**config.mk**
```make
export PLATFORM = sky130hd
export DESIGN_NAME = serial_word_deserializer
export DESIGN_NICKNAME = d
export VERILOG_FILES = /design/src/rtl/deser_pkg.sv /design/src/rtl/deser_bit_counter.sv /design/src/rtl/serial_word_deserializer.sv
export SDC_FILE = /design/constraint.sdc
export NUM_CORES = 1
export LEC_CHECK = 0
export ABC_AREA = 1
export CAP_MARGIN = 20
export CORE_MARGIN = 10
export CORE_UTILIZATION = 55
export DETAILED_ROUTE_END_ITERATION = 6
export PLACE_DENSITY_LB_ADDON = 0.1
export SYNTH_ARGS = -nofsm -noshare
export SYNTH_HDL_FRONTEND = slang
export SYNTH_SLANG_ARGS = --single-unit
```
**constraint.sdc**
```tcl
create_clock -name clk -period 3.6 [get_ports clk]
set_input_delay 0.9 -clock clk [delete_from_list [all_inputs] [get_ports clk]]
set_output_delay 0.9 -clock clk [all_outputs]
set_load 0.01 [all_outputs]
```
**src/rtl/deser_pkg.sv**
```systemverilog
// Shared definitions for the serial word deserializer: FSM state encoding
// and the sizing helper for the bit counter.
package deser_pkg;

    typedef enum logic [1:0] {
        IDLE   = 2'd0,
        SHIFT  = 2'd1,
        PARITY = 2'd2,
        DONE   = 2'd3
    } deser_state_t;

    // Width of a counter that must hold values 0 .. n-1.
    function automatic int cnt_width(input int n);
        return (n < 2) ? 1 : $clog2(n);
    endfunction

endpackage

```
**src/rtl/deser_bit_counter.sv**
```systemverilog
// Bit counter for the deserializer. Counts accepted bits from 0 up to N-1 and
// flags the terminal count in the same cycle the last bit is accepted.
module deser_bit_counter
    import deser_pkg::*;
#(
    parameter int N = 8,
    parameter int W = cnt_width(N)
) (
    input  logic clk,
    input  logic reset,
    input  logic clr,
    input  logic en,
    output logic tc
);

    localparam logic [W-1:0] LAST = W'(N - 1);

    logic [W-1:0] count_q;
    logic [W-1:0] count_d;

    assign tc = en && (count_q == LAST);

    // Next count: clear wins; wrap to zero on the terminal bit so the count never passes N-1.
    always_comb begin
        count_d = count_q;
        if (clr) begin
            count_d = '0;
        end else if (en) begin
            count_d = tc ? '0 : count_q + W'(1);
        end
    end

    // Count register.
    always_ff @(posedge clk) begin
        if (reset) begin
            count_q <= '0;
        end else begin
            count_q <= count_d;
        end
    end

endmodule

```
**src/rtl/serial_word_deserializer.sv**
```systemverilog
// Serial-in, parallel-out word assembler. Shifts n qualified serial bits into a
// word, optionally checks one trailing even-parity bit, and presents the word
// with a one-cycle load strobe. All outputs come straight from flops.
module serial_word_deserializer
    import deser_pkg::*;
#(
    parameter int n         = 8,
    parameter bit MSB_FIRST = 1'b1,
    parameter bit PARITY_EN = 1'b1
) (
    input  logic         clk,
    input  logic         reset,
    input  logic         start,
    input  logic         s_en,
    input  logic         s_in,
    output logic [n-1:0] word,
    output logic         load,
    output logic         parity_err,
    output logic         busy
);

    deser_state_t state_q, state_d;
    logic [n-1:0] shreg_q, shreg_d;
    logic [n-1:0] word_q, word_d;
    logic         load_q, load_d;
    logic         perr_q, perr_d;
    logic         busy_q, busy_d;
    logic [n-1:0] shifted;
    logic         cnt_clr;
    logic         cnt_en;
    logic         cnt_tc;

    // Shift direction is fixed at elaboration time.
    generate
        if (MSB_FIRST) begin : g_msb_first
            assign shifted = {shreg_q[n-2:0], s_in};
        end else begin : g_lsb_first
            assign shifted = {s_in, shreg_q[n-1:1]};
        end
    endgenerate

    // Counter controls depend only on state and inputs, keeping tc free of feedback.
    assign cnt_clr = (state_q == IDLE) && start;
    assign cnt_en  = (state_q == SHIFT) && s_en;

    deser_bit_counter #(
        .N (n)
    ) u_bit_counter (
        .clk   (clk),
        .reset (reset),
        .clr   (cnt_clr),
        .en    (cnt_en),
        .tc    (cnt_tc)
    );

    // Next-state and next-output logic; outputs are precomputed so DONE sees them registered.
    always_comb begin
        state_d = state_q;
        shreg_d = shreg_q;
        word_d  = word_q;
        perr_d  = perr_q;
        load_d  = 1'b0;
        busy_d  = busy_q;
        case (state_q)
            IDLE: begin
                if (start) begin
                    state_d = SHIFT;
                    shreg_d = '0;
                    busy_d  = 1'b1;
                end
            end
            SHIFT: begin
                if (s_en) begin
                    shreg_d = shifted;
                    if (cnt_tc) begin
                        if (PARITY_EN) begin
                            state_d = PARITY;
                        end else begin
                            state_d = DONE;
                            word_d  = shifted;
                            perr_d  = 1'b0;
                            load_d  = 1'b1;
                            busy_d  = 1'b0;
                        end
                    end
                end
            end
            PARITY: begin
                if (s_en) begin
                    state_d = DONE;
                    word_d  = shreg_q;
                    perr_d  = (^shreg_q) ^ s_in;
                    load_d  = 1'b1;
                    busy_d  = 1'b0;
                end
            end
            DONE: begin
                // start is deliberately ignored here; the next frame may begin in IDLE.
                state_d = IDLE;
            end
            default: begin
                state_d = IDLE;
            end
        endcase
    end

    // State, shift register and output registers.
    always_ff @(posedge clk) begin
        if (reset) begin
            state_q <= IDLE;
            shreg_q <= '0;
            word_q  <= '0;
            load_q  <= 1'b0;
            perr_q  <= 1'b0;
            busy_q  <= 1'b0;
        end else begin
            state_q <= state_d;
            shreg_q <= shreg_d;
            word_q  <= word_d;
            load_q  <= load_d;
            perr_q  <= perr_d;
            busy_q  <= busy_d;
        end
    end

    assign word       = word_q;
    assign load       = load_q;
    assign parity_err = perr_q;
    assign busy       = busy_q;

endmodule

```
# Word level (Yosys, flattened, before mapping)
# Index checks and enable logic that the tools add are counted.
[totals] output_inout_bits=11 reg_bits=24 elab_cells=44 ramBits=0 latch_bits=0 mem_bits_ro=0 memories=0
[op_classes] n_shift=0 bitwise_logic=2 n_div=0 n_mul=0 n_addsub=1 n_eq_ne=8 muxes=13 n_lt_le_gt_ge=0 reduce_logical=13
[op_table] cell="$mux W8" n=2
[op_table] cell="$pmux W8 S2" n=1
[op_table] cell="$mux W2" n=4
[op_table] cell="$pmux W2 S4" n=1
[op_table] cell="$reduce_xor A8 Y1" n=1
[op_table] cell="$ne A2 B2 Y1 const B" n=3
[op_table] cell="$reduce_and A3 Y1" n=2
[op_table] cell="$eq A2 B2 Y1 const B" n=2
[op_table] cell="$reduce_and A4 Y1" n=1
[op_table] cell="$reduce_bool A2 Y1" n=2
[op_table] cell="$reduce_or A2 Y1" n=2
[op_table] cell="$add A3 B1 Y3 const B" n=1
[op_table] cell="$eq A3 B3 Y1 const B" n=1
[op_table] cell="$logic_and A1 B1 Y1" n=3
[op_table] cell="$mux W1" n=3
[op_table] cell="$mux W3" n=1
[op_table] cell="$eq A2 B1 Y1 const B" n=1
[op_table] cell="$logic_not A2 Y1" n=1
[op_table] cell="$ne A2 B1 Y1 const B" n=1
[op_table] cell="$pmux W1 S2" n=1
[op_table] cell="$reduce_and A2 Y1" n=1
[op_table] cell="$not A1 Y1" n=1
[op_table] cell="$xor A1 B1 Y1" n=1

# Depth between registers and ports, before layout
# Gate-level depths: netlist (run 1).
[depth] word_depth=6 mapped_depth=11

# Modules after synthesis
# From an unflattened synthesis (run 1), not the netlist that was laid out.
[hier_totals] hier_cells=158 hier_area_um2=1124.8
[by_module_without_submodules] mod="serial_word_deserializer" seq_area_each_um2=420.4 cells_per_inst=137 n_inst=1 area_per_inst_um2=974.7
[by_module_without_submodules] mod="deser_bit_counter" seq_area_each_um2=60.1 cells_per_inst=21 n_inst=1 area_per_inst_um2=150.1

# Worst setup path before layout (run 1)
# No wires, ideal clock.
[synth_timing] path_type="input to register" start="input start" end="register state_q[0]" arrival_time_ns=1.450 path_buffers=0 stages=7 setup_ns=0.131 path_slack_ns=2.019 cell_sequence="inv_1 -> nand2_1 -> nand2_2 -> clkinv_2 -> o211ai_4 -> o21bai_1 -> a21oi_2"
[synth_between] elab_chain_len=2
[synth_lines] element="from (decl)" line_no="serial_word_deserializer.sv:13" text="input logic start,"
[synth_lines] element="$ne A2 B2 Y1 (no source line)"
[synth_lines] element="$reduce_and A4 Y1 (no source line)"
[synth_lines] element="to (signal assigned)" line_no="serial_word_deserializer.sv:117" text="state_q <= state_d;"
[synth_lines] element="to (decl)" line_no="serial_word_deserializer.sv:22" text="deser_state_t state_q, state_d;"
# Every way passes these cells.
# A chain may end at the register's enable or synchronous reset.

# Final worst setup path (run 1)
[layout_timing] start="register word_q[3] (netlist: word[3])" end="output word[3]"
[layout_lines] element="from (decl)" line_no="serial_word_deserializer.sv:24" text="logic [n-1:0] word_q, word_d;"
[layout_lines] element="from (signal assigned)" line_no="serial_word_deserializer.sv:119" text="word_q <= word_d;"
[layout_lines] element="to (decl)" line_no="serial_word_deserializer.sv:16" text="output logic [n-1:0] word,"
# No word-level cell between the ends.

==> flow_summary_export.csv, run 1 <==
group,metric,value,unit
layout,nets,178,
detailed_routing,drcViolationCount,0,
global_route,grt_overflow_total,0,
logic_synthesis,postSynthAreaPerCell,7.591,sq um
logic_synthesis,synth_area_leader_cell,"dfxtp_1",
worst_setup_path,path_class,"reg -> out",
floorplanning,dieArea,4290,sq um
worst_setup_path,critPathCaptureType,"primary output",
logic_synthesis,synthTopCellsByArea,"dfxtp_1, nand2_1, ha_1",
detailed_routing,viasPerCell,5.005,
outcome,status,"complete, no violations",
sta,timing.final.max_slew_violations,0,
placed_design,numPlacedInstances,189,
floorplanning,die_height,65.50,um
power,peakVddDrop,335.5,uV
clock_network,cts_root_buf,"clkbuf_4",
detailed_routing,drt-total-wl,2145,um
global_route,grt_pass1_wl,3615,um
detailed_routing,antenna_left,0,
clock_network,cts-resized-gates,0,
layout,area_growth,16.48,%
clock_network,clk_pin_slew_worst_paths,120,ps
placed_design,globalplace.congestion,0.7405,
worst_setup_path,reg2reg_depth,8,
worst_setup_path,crit_chain,"clkdlybuf4s50_1",
layout,instances_no_fill,192,
clock_network,numCtsBuffers,3,
sta,worst_pin_slew,796.0,ps
sta,rsz0062_at_grt,"no",
layout,post-route-util,0.6760,
worst_setup_path,rr_endpoint,"shreg_q[6]",
sta,worst_slack,1482,ps
clock_network,cts_hold_buf,0,
layout,drive_gt1_frac,0.07879,
worst_setup_path,worst_setup_path_start_kind,"flop",
detailed_routing,first_iter_violations,24,
sta,min_period_over_period,0.5883,
flow_run,maxCapViolations,0,
global_route,grt_max_degree,23,
logic_synthesis,synth-edff-count,0,
worst_setup_path,r2r_start,"state_q[1]",
logic_synthesis,ys_seq_elements,24,
detailed_routing,wl_per_cell,11.17,um
hold_path,hold-path-endpoint,"word[1]",
logic_synthesis,synth_nets,161,
logic_synthesis,netlist_top_cells_count,"nand2_1, dfxtp_1, inv_1",
logic_synthesis,synthFlopType,"dfxtp_1",
power,p_leak,0.5360,nW
clock_network,htreeDepth,1,
global_route,grt_pass1_vias,828,
sta,finalSetupTns,0,ps
worst_setup_path,critPathArrivalTime,1220,ps
floorplanning,die_w,65.50,um
sta,maxSlewHeadroom,0.4677,
sta,skew,3.412,ps
logic_synthesis,async_reset_ff_frac,0,
logic_synthesis,ys_seq_area_frac,0.4220,
worst_setup_path,path_delay_family,"buffers and inverters",
clock_network,postCtsSetupBuffers,0,
clock_network,cts_buffer_depth,2,
worst_setup_path,rrSetupSlack,2100,ps
worst_setup_path,cp_slowest_cell,"clkdlybuf4s50_1",
logic_synthesis,synthCells,150,
layout,diodes,0,
detailed_routing,num_vias,961,
logic_synthesis,synth_top_area_share,0.4220,
sta,period_minus_slack,2118,ps
worst_setup_path,required,2700,ps
worst_setup_path,cp_slowest_stage_delay,540,ps
placed_design,place_hpwl,1654,um
clock_network,tritoncts,"done",
placed_design,dp_slack,1231,ps
clock_network,clk_latency,310,ps
sta,timing.final.hold_violations,0,
detailed_routing,firstDrtPassIters,4,
floorplanning,core,1962,sq um
floorplanning,row_count,16,
floorplanning,start_util,0.5804,
hold_path,hold_depth,2,
worst_setup_path,crit_buf_inv,1,
logic_synthesis,yosys_warnings,0,
hold_path,hp-start,"word[1]",
logic_synthesis,synthMostInstantiatedCell,"nand2_1",
global_route,grt_use_total,0.1043,
hold_path,hold_class,"reg -> reg",
worst_setup_path,cp_max_fo,2,
global_route,antenna_found_initial,0,
floorplanning,io_pins,16,
power,p_per_area,511.6,nW/um^2
sta,fmax,472.2,MHz
logic_synthesis,netlist_area,1139,sq um
logic_synthesis,synth_cell_type_count,25,
placed_design,numPortBuffers,15,
sta,setup_viol,0,
clock_network,clock-sinks,24,
==> cells by family after synthesis <==
| kind of cell | count (synthesis) | synth area share |
|---|---|---|
| AOI/OAI and AO/OA | 28 | 0.1681 |
| xor gates and xnor gates | 3 | 0.02308 |
| adders and majority gates | 6 | 0.06593 |
| and+or+nand+nor | 68 | 0.2440 |
| buffers and inverters | 21 | 0.07692 |
| DFF | 24 | 0.4220 |
==> cell usage in the layout, fill, tap and decap left out, types with 3 or more instances in the layout <==
cell type	synthesis	routed
nand2_1	50	50
dfxtp_1	24	24
inv_1	15	15
clkdlybuf4s50_1	0	15
a21oi_1	14	14
nor2_1	10	10
a211oi_1	6	6
ha_1	6	6
nand2_2	3	3
nand3_1	3	3
clkbuf_4	0	3
==> worst max path at each step <==
stage | from | to | depth (start not counted)
after floorplan | start | state_q[0] | 7
after global placement | reset | u_bit_counter.count_q[1] | 4
after detailed placement | reset | u_bit_counter.count_q[1] | 4
after CTS | word[3] | word[3] | 1
after global routing | reset | u_bit_counter.count_q[1] | 4
final | word[3] | word[3] | 1
==> flip-flops by register name (all words and copies together), names as in the netlist <==
signal	cells
shreg_q	8
u_bit_counter.count_q	3
load	1
word	8
state_q	2
busy	1
parity_err	1
==> where the power goes <==
| group | total (mW) | internal [mW] | switching [mW] | leakage, nW |
|---|---|---|---|---|
| logic | 0.249 | 0.103 | 0.146 | 0.328 |
| clock network | 0.117 | 0.0392 | 0.0775 | 0.0138 |
| registers | 0.313 | 0.296 | 0.0174 | 0.195 |
| total | 0.678 | 0.438 | 0.241 | 0.536 |
==> routing by layer <==
metal | up-vias | wire length (um) | track usage
li1 | 508 | - | -
met1 | 432 | 1066 | 0.1263
met2 | 16 | 921 | 0.1585
met3 | 5 | 114 | 0.03559
met4 | 0 | 44 | 0.05615
met5 | - | 0 | 0
==> cell type report <==
cell class	instances	area (sq um)
tap	27	33.78
inverter	18	68.82
clock buffer	3	22.52
multi-input combinational	105	570.5
sequential	24	480.5
fill	181	635.6
timing repair buffer	15	150.1
==> per-stage QoR <==
step	instance area, sq um	power, mW	hold slack, ps
final	1326	0.6785	483.1
after global routing	1326	0.7206	502.7
after CTS	1326	0.6847	484.8
after detailed placement	1304	0.5675	465.7
after global placement	1304	0.5594	455.4
after floorplan	1139	0.4933	445.0
(Power assumes the default switching activity.)
==> run 2, diff against run 1 <==
Settings changed: CORE_UTILIZATION 55 to 47.
Clock period 3.6 ns to 1.82 ns, I/O delays scaled along.
==> run 2 against run 1 <==
  * Routed wire length up 0.79%
  * Via count up 1.5%
  * Combinational power is 97% higher
  * Critical path type unchanged
==> flow_summary_export.csv, run 2 (synthesis gave the netlist of run 1 again) <==
group,metric,value,unit
outcome,status,"complete, no violations",
detailed_routing,num_vias,975,
detailed_routing,antenna_left,0,
clock_network,numCtsBuffers,3,
floorplanning,die_w,69.22,um
detailed_routing,firstDrtPassIters,4,
sta,period_minus_slack,1667,ps
worst_setup_path,cp-startpoint,"busy",
placed_design,globalplace.congestion,0.7271,
detailed_routing,drt-total-wl,2162,um
worst_setup_path,critPathCaptureType,"primary output",
detailed_routing,viasPerCell,5.000,
clock_network,cts_root_buf,"clkbuf_4",
global_route,grt_pass1_vias,896,
clock_network,cts_buffer_depth,2,
layout,area_growth,17.91,%
worst_setup_path,r2r_start,"state_q[0]",
clock_network,tritoncts,"done",
detailed_routing,first_iter_violations,55,
clock_network,clk_latency,300,ps
sta,setup_viol,0,
worst_setup_path,cp_slowest_stage_delay,540,ps
sta,worst_pin_slew,319.5,ps
floorplanning,core,2255,sq um
floorplanning,start_util,0.5050,
layout,nets,180,
sta,finalSetupTns,0,ps
detailed_routing,drcViolationCount,0,
clock_network,cts_hold_buf,0,
worst_setup_path,cp_max_fo,2,
hold_path,hp-start,"u_bit_counter.count_q[1]",
power,p_per_area,994.5,nW/um^2
worst_setup_path,crit_buf_inv,1,
worst_setup_path,crit_chain,"clkdlybuf4s50_1",
sta,maxSlewHeadroom,0.7870,
sta,timing.final.hold_violations,0,
sta,skew,2.326,ps
sta,rsz0062_at_grt,"no",
layout,final_area,1343,sq um
floorplanning,row_count,17,
worst_setup_path,path_class,"reg -> out",
global_route,grt_overflow_total,0,
power,p_leak,0.5456,nW
placed_design,place_hpwl,1752,um
clock_network,postCtsSetupBuffers,0,
sta,fmax,599.8,MHz
clock_network,cts-resized-gates,0,
global_route,grt_max_degree,16,
sta,holdWs,477.5,ps
floorplanning,io_pins,16,
layout,drive_gt1_frac,0.08982,
flow_run,maxCapViolations,0,
global_route,grt_pass1_wl,3650,um
worst_setup_path,cp_slowest_cell,"clkdlybuf4s50_1",
sta,timing.final.max_slew_violations,0,
worst_setup_path,critPathArrivalTime,1210,ps
layout,final_common_cell,"nand2_1",
placed_design,numPortBuffers,15,
power,peakVddDrop,705.2,uV
detailed_routing,wl_per_cell,11.09,um
floorplanning,dieArea,4791,sq um
layout,nFillCells,225,
placed_design,place_area,1320,sq um
layout,diodes,0,
hold_path,hold_class,"reg -> reg",
global_route,antenna_found_initial,0,
worst_setup_path,path_delay_family,"buffers and inverters",
layout,post-route-util,0.5955,
worst_setup_path,worst_setup_path_start_kind,"flop",
sta,min_period_over_period,0.9160,
clock_network,clk_pin_slew_worst_paths,120,ps
clock_network,htreeDepth,1,
global_route,grt_use_total,0.08549,
floorplanning,die_height,69.22,um
worst_setup_path,required,1360,ps
layout,most-common-layout-cells,"nand2_1, dfxtp_1, inv_1, clkdlybuf4s50_1, a21oi_1",
clock_network,clock-sinks,24,
==> run 2: cell types whose count changed in the layout (fill, tap and decap cells not counted), sizes merged <==
cell  previous run  this run
buf              0         2
==> run 2: per-stage QoR <==
| stage | power [mW] | setup WS [ps] | cells |
|---|---|---|---|
| floorplan | 0.9758 | 540.7 | 150 |
| detailed placement | 1.125 | 82.13 | 192 |
| global route | 1.423 | 94.00 | 195 |
| global placement | 1.107 | 123.0 | 192 |
| CTS | 1.348 | 137.4 | 195 |
| finish | 1.335 | 152.8 | 195 |
==> run 2: where the power goes <==
part / switching [mW] / leakage (nW) / internal [mW] / total, mW
Combinational: 0.285 / 0.337 / 0.205 / 0.491
Sequential: 0.0335 / 0.195 / 0.585 / 0.619
Clock: 0.149 / 0.0138 / 0.0773 / 0.226
==> run 2: path summary, 6_finish.rpt <==
path	endpoint	slack, ps	cells after the start
setup / recovery	busy	150	1
hold / removal	u_bit_counter.count_q[1]	480	2
setup reg to reg	state_q[0]	370	8
hold reg to reg	u_bit_counter.count_q[1]	480	2
==> run 2: area by class of cell <==
cell class	count	area, sq um	share of cell area
multi-input combinational	105	570.5	0.4250
sequential	24	480.5	0.3579
timing repair buffer	17	165.2	0.1230
inverter	18	68.82	0.05126
tap	28	35.03	0.02610
clock buffer	3	22.52	0.01678
==> run 2: metal layers <==
metal	global-route usage	routed length, um	vias to the layer above
met2	0.1472	999	16
met4	0.03326	23	0
met3	0.02710	141	4
met1	0.09435	997	440
met5	0	0	-
li1	-	-	515
==> run 3, diff against run 2 <==
Settings changed: SKIP_CTS_REPAIR_TIMING from default to 1.
==> results of run 3 <==
Final layout, timing and power as in run 2 (identical DEF).
